## config.mk

```make
export PLATFORM = sky130hd
export DESIGN_NAME = mem_port_arbiter
export DESIGN_NICKNAME = d
export VERILOG_FILES = /design/src/rtl/mem_port_arbiter.sv
export SDC_FILE = /design/constraint.sdc
export NUM_CORES = 1
export LEC_CHECK = 0
export CAP_MARGIN = 0
export CORE_ASPECT_RATIO = 0.7
export CORE_UTILIZATION = 30
export DETAILED_ROUTE_END_ITERATION = 10
export PLACE_DENSITY = 0.72
export SETUP_SLACK_MARGIN = 0.02
export SYNTH_ARGS = -nofsm -noshare
export SYNTH_HDL_FRONTEND = slang
export SYNTH_SLANG_ARGS = --single-unit
```

## constraint.sdc

```tcl
create_clock -name clk -period 8.25 [get_ports clk]
set_input_delay 0.825 -clock clk [delete_from_list [all_inputs] [get_ports clk]]
set_output_delay 0.825 -clock clk [all_outputs]
set_load 0.005 [all_outputs]
```

## src/rtl/mem_port_arbiter.sv

```systemverilog
// Round-robin arbiter that shares one single-port, fixed-latency memory between
// the instruction-fetch (IF) port and the data-memory (DM) port.
module mem_port_arbiter #(
  parameter int XLEN    = 32,
  parameter int MEM_LAT = 2,
  parameter int CNT_W   = 4
) (
  input  logic            clk,
  input  logic            rst,

  input  logic            if_req,
  input  logic [XLEN-1:0] if_addr,
  output logic [XLEN-1:0] if_rdata,
  output logic            if_ready,

  input  logic            dm_req,
  input  logic            dm_we,
  input  logic [XLEN-1:0] dm_addr,
  input  logic [XLEN-1:0] dm_wdata,
  output logic [XLEN-1:0] dm_rdata,
  output logic            dm_ready,

  output logic            mem_en,
  output logic            mem_we,
  output logic [XLEN-1:0] mem_addr,
  output logic [XLEN-1:0] mem_wdata,
  input  logic [XLEN-1:0] mem_rdata,

  output logic            stall_if,
  output logic            stall_dm
);

  typedef enum logic [1:0] {S_IDLE, S_ISSUE, S_WAIT, S_RESP} state_t;
  typedef enum logic {P_IF = 1'b0, P_DM = 1'b1} port_t;

  localparam logic [CNT_W-1:0] LAT = CNT_W'(MEM_LAT);

  state_t            r_state;
  state_t            w_state_next;
  port_t             r_grant;
  port_t             r_last_grant;
  port_t             w_grant_next;
  logic              w_take;
  logic              w_lat_done;
  logic              w_if_ready;
  logic              w_dm_ready;
  logic [CNT_W-1:0]  r_cnt;
  logic [XLEN-1:0]   r_addr;
  logic [XLEN-1:0]   r_wdata;
  logic              r_we;
  logic [XLEN-1:0]   r_if_rdata;
  logic [XLEN-1:0]   r_dm_rdata;

  assign w_lat_done = (r_cnt == LAT);

  // NOTE: every signal written here gets a default first, so no path can
  // leave one unassigned and infer a latch.
  always_comb begin
    w_state_next = r_state;
    w_take       = 1'b0;
    w_grant_next = r_last_grant;
    case (r_state)
      S_IDLE: begin
        if (if_req || dm_req) begin
          w_take       = 1'b1;
          w_state_next = S_ISSUE;
          if (if_req && dm_req)
            w_grant_next = (r_last_grant == P_IF) ? P_DM : P_IF;
          else
            w_grant_next = dm_req ? P_DM : P_IF;
        end
      end
      S_ISSUE: w_state_next = r_we ? S_RESP : S_WAIT;
      S_WAIT:  if (w_lat_done) w_state_next = S_RESP;
      S_RESP:  w_state_next = S_IDLE;
      default: w_state_next = S_IDLE;
    endcase
  end

  // NOTE: non-blocking assignments for all state so every register samples
  // the pre-edge values regardless of block ordering.
  always_ff @(posedge clk or posedge rst) begin
    if (rst) r_state <= S_IDLE;
    else     r_state <= w_state_next;
  end

  // Access registers: latched at grant so mem_* never depend on live requests.
  always_ff @(posedge clk or posedge rst) begin
    if (rst) begin
      r_grant      <= P_IF;
      r_last_grant <= P_IF;
      r_cnt        <= '0;
      r_addr       <= '0;
      r_wdata      <= '0;
      r_we         <= 1'b0;
      r_if_rdata   <= '0;
      r_dm_rdata   <= '0;
    end else begin
      case (r_state)
        S_IDLE: begin
          if (w_take) begin
            r_grant      <= w_grant_next;
            r_last_grant <= w_grant_next;
            if (w_grant_next == P_DM) begin
              r_addr  <= dm_addr;
              r_we    <= dm_we;
              r_wdata <= dm_we ? dm_wdata : '0;
            end else begin
              r_addr  <= if_addr;
              r_we    <= 1'b0;
              r_wdata <= '0;
            end
          end
        end
        S_ISSUE: r_cnt <= CNT_W'(1);
        S_WAIT: begin
          if (w_lat_done) begin
            if (r_grant == P_DM) r_dm_rdata <= mem_rdata;
            else                 r_if_rdata <= mem_rdata;
          end else begin
            r_cnt <= r_cnt + CNT_W'(1);
          end
        end
        S_RESP:  r_cnt <= '0;
        default: r_cnt <= '0;
      endcase
    end
  end

  assign w_if_ready = (r_state == S_RESP) && (r_grant == P_IF);
  assign w_dm_ready = (r_state == S_RESP) && (r_grant == P_DM);

  assign if_ready  = w_if_ready;
  assign dm_ready  = w_dm_ready;
  assign if_rdata  = r_if_rdata;
  assign dm_rdata  = r_dm_rdata;

  assign mem_en    = (r_state == S_ISSUE);
  assign mem_we    = (r_state == S_ISSUE) && r_we;
  assign mem_addr  = r_addr;
  assign mem_wdata = r_wdata;

  assign stall_if  = if_req & ~w_if_ready;
  assign stall_dm  = dm_req & ~w_dm_ready;

endmodule

```

---- Yosys cells after proc, flatten, opt, wreduce, memory -nomap -nowiden ----
Index checks and enable logic that the tools add are counted.
storage, ports and cells
  bits in registers ....................... 136
  bits of input ports ..................... 133
  output and inout bits ................... 134
  logic and storage cells ................. 50
operators by class
  equal/unequal tests ..................... 7
  mux-type cells .......................... 17
  reduce and logical (&&, ||, !) cells .... 12
  bitwise operators ....................... 5
  $add $sub $neg .......................... 1
operators by type and width
  cell                                            number
  two-way mux 32 bit                              3
  one-hot mux 4 bit (3 select lines)              1
  two-way mux 1 bit                               9
  one-hot mux 2 bit (4 select lines)              1
  inequality test 2 bit (second input constant)   3
  AND reduction 2 bit                             3
  AND reduction 3 bit                             2
  adder 4 x 1 -> 4 bit (second input constant)    1
  == test 2 bit (second input constant)           2
  == test 4 x 2 -> 1 bit (second input constant)  1
  logical AND 1 bit                               4
  two-way mux 2 bit                               2
  two-way mux 4 bit                               1
  NOT 1 bit                                       3
  nonzero test 3 bit                              1
  bitwise AND 1 bit                               2
  == test 2 x 1 -> 1 bit (second input constant)  1
  logical NOT 2 bit                               1
  logical OR 1 bit                                1

---- Longest topological paths before layout ----
  word-level depth ........................ 5
  gate-level depth with buffers ........... 8
  depth with buffers taken out ............ 5

---- Worst setup path before layout ----
OpenSTA, ideal clock, no wires.
  path type ............................... input to output
  start point ............................. input dm_req
  end point ............................... output stall_dm
  buffers on the path ..................... 2
  slack ................................... 5.975 ns
  arrival ................................. 1.450 ns
  stages on the path ...................... 3
  path through ............................ buf_2 -> clkbuf_1 -> nor2b_1
on the way
  longest elaborated chain between the ends .. 1
RTL lines
  item               RTL line  source
  start, declared    16        input logic dm_req,
  bitwise AND 1 bit  144       assign stall_dm = dm_req & ~w_dm_ready;
  end, declared      30        output logic stall_dm
Every way passes these cells.

---- Worst setup path in the final report ----
  start point ............................. input if_req
  end point ............................... output stall_if
on the way
  longest elaborated chain between the ends .. 1
RTL lines
  item               RTL line  source
  start, declared    11        input logic if_req,
  bitwise AND 1 bit  143       assign stall_if = if_req & ~w_if_ready;
  end, declared      29        output logic stall_if,
Every way passes these cells.

==> flow_summary.toml <==
[sta]
setup_viol = 0
slew_violations = 0
fin_skew_ps = 12.46
fin_crit_sh = 0.3944
rsz0062_at_grt = "no"
slew_headroom = 0.2839
setup_ws_ps = 4997
fin_setup_tns_ps = 0
fin_crit_ps = 3253
tightest_slew_ps = 1073
fmax_mhz = 307.4
hold_viol_final = 0

[routing]
viasPerCell = 4.794
antenna_left = 0
routed_wl_mm = 16.95
drt_iter0_markers = 291
drt_pre_antenna_iters = 4
wl_per_cell_um = 17.21
vias = 4722
drc = 0

[power]
cellPowerDensity_nw_per_um2 = 361.4
irDropWorstVdd_v = 0.0001540
p_leak_nw = 4.039

[place]
dp_slack_ps = 4998
dp_hpwl_mm = 11.66
dp.cells = 953
place_area_um2 = 8807
numPortBuffers = 266
gp_congestion = 0.7738

[min_path]
hold_start = "r_we$_DFFE_PP0P_"
hold_end = "r_we$_DFFE_PP0P_"
hold_path_class = "reg -> reg"
holdPathStages = 1

[die]
dieHeight_um = 119.6
rows = 42
core-area_um2 = 19130
die_w_um = 170.0
die-area_um2 = 20330
initial_core_util = 0.3098
ioPinCount = 267

[setup_path]
worstPathRequired_ps = 7420
end_kind = "output pin"
reg2reg_to = "mem_addr[30]$_DFFE_PP0P_"
critPathTopFamily = "buffers and inverters"
rr_worst_depth = 7
cpPeakStageDelay_ps = 620
start_kind = "input port"
worstPathMaxFanout = 33
worst_path_most_repeated_cell = "clkdlybuf4s50_1"
crit_slowest_cell = "clkdlybuf4s50_1"
r2r_slack_ps = 5330
crit_buf_inv = 4
rr_startpoint = "r_state[0]$_DFFE_PP0P_"
path_class = "in -> out"
crit_chain = "clkdlybuf4s50_1 > inv_1 > buf_4 > nor2_1 > clkdlybuf4s50_1"
arrival_ps = 2430

[global_route]
grt_overflow = 0
grt_pass1_wl_mm = 26.63
track_usage = 0.1690
grt_pass1_vias = 4796
grt_max_degree = 70
antenna_found_initial = 0

[final_layout]
instances_no_fill = 985
drive_above_1_share = 0.1526
area_growth_pct = 58.74
fin_nets = 850
layout_common_cells = "266 x clkdlybuf4s50_1, 136 x dfrtp_1, 37 x inv_1, 34 x nand2_1, 33 x mux2_2"
final.fill_count = 1732
final_common_cell = "clkdlybuf4s50_1"
final_area_um2 = 9407
num_antenna_cells = 0

[clocking]
cts_tree = "done"
clk_path_buf_depth = 2
post_cts_resized = 0
cts-root-buf = "clkbuf_16"
cts_hold_buffers = 0
cts_setup_buffers = 0
clock_latency_ps = 410
cts_max_level = 4
clkSlewWorstSetupHoldPaths_ps = 50
cts_sinks = 136
numCtsBuffers = 17

[synthesis]
ys_seq_area_frac = 0.5743
syn_area_per_cell_um2 = 13.14
synth_area_um2 = 5926
synth_compound_area_frac = 0.1609
synth_top_family_by_area = "compound AO/OA/AOI/OAI gates"
synthMuxAreaShare = 0.1425
ys_ff_latch = 136
netlist_instances = 451
ys_warn_count = 0
synthAdderAreaFrac = 0.01900
synth_nets = 593
synth-simple-area-share = 0.04645
synth_xor_area_frac = 0
ys_types = 39

[flow_run]
maxCapViolCount = 0

[outcome]
outcome = "complete, no violations"
per-layer routing:
| metal | global-route usage | vias to the layer above | wire (um) |
|---|---|---|---|
| met3 | 0.04749 | 14 | 1132 |
| li1 | - | 2196 | - |
| met1 | 0.2379 | 2349 | 7869 |
| met4 | 0.05068 | 0 | 206 |
| met2 | 0.2510 | 163 | 7744 |
| met5 | 0 | - | 0 |
through the flow:
stage               hold WS, ps  total power, W    util
floorplan                 441.8        0.001765       -
global placement          457.5        0.002616  0.4604
detailed placement        463.9        0.002643  0.4604
CTS                       476.6        0.003440  0.4918
global route              495.5        0.003606  0.4918
finish                    474.5        0.003400  0.4918
worst max-delay path by stage:
stage | startpoint | to | cells after the start
floorplan | rst | dm_rdata[0]$_DFFE_PP0P_ | 1
global placement | if_req | stall_if | 5
detailed placement | if_req | stall_if | 5
CTS | if_req | stall_if | 5
global route | if_req | stall_if | 5
finish | if_req | stall_if | 5
layout make-up:
cell class              instances  area (um2)  area share
clock buffers                  20       456.7     0.04855
clock inverters                12       142.6     0.01516
inverters                      38       147.6     0.01570
multi-input cells             241        2203      0.2342
flip-flops and latches        136        3403      0.3618
well taps                     264       330.3     0.03512
repair buffers                274        2723      0.2894
worst register-to-register path, delay by kind of cell, from the launching register on:
kind                       cells  cell delay (ps)
DFF                            1              440
adders and majority gates      1              450
buffers and inverters          3              910
AOI/OAI and AO/OA              3              950
power breakdown:
part / leakage (nW) / switching, W / internal, W
registers: 1.68 / 0.000194 / 0.000994
clock network: 0.292 / 0.000302 / 0.000466
logic: 2.07 / 0.000533 / 0.000911
flip-flops by register name, indices dropped and copies added (netlist names):
| signal | flops |
|---|---|
| r_last_grant | 1 |
| r_state | 2 |
| dm_rdata | 32 |
| mem_wdata | 32 |
| mem_addr | 32 |
| r_we | 1 |
| if_rdata | 32 |
| r_cnt | 4 |
cell usage after synthesis, drive strengths merged:
cell type	instances	area share
nand4bb	1	0.0027
o311ai	32	0.047
nand3	1	0.00084
nor3	3	0.0025
a32o	1	0.0017
nand4	1	0.0011
a31oi	1	0.0011
a22o	32	0.047
dfrtp	136	0.57
a21oi	4	0.0034
o2111ai	32	0.047
and4bb	1	0.0021
nand2	35	0.023
a21o	1	0.0013
o21ai	3	0.0032
clkbuf	21	0.013
inv	38	0.024
buf	15	0.019
a2bb2oi	1	0.0015
or3b	1	0.0015
and2	2	0.0021
o211ai	2	0.0025
mux2	65	0.14
ha	9	0.019
nor2b	3	0.0032
and3	1	0.0011
or3	1	0.0011
a211oi	1	0.0013
nor2	3	0.0032
nor3b	2	0.0025
a311o	1	0.0017
o41ai	1	0.0015
cells by family after synthesis:
logic type | after synthesis
AO/OA/AOI/OAI | 112
AND/OR/NAND/NOR | 55
buffers and inverters | 74
flip-flops | 136
adder cells (fa/ha/maj) | 9
multiplexers | 65
No activity file was read; power rests on OpenSTA's default activity.
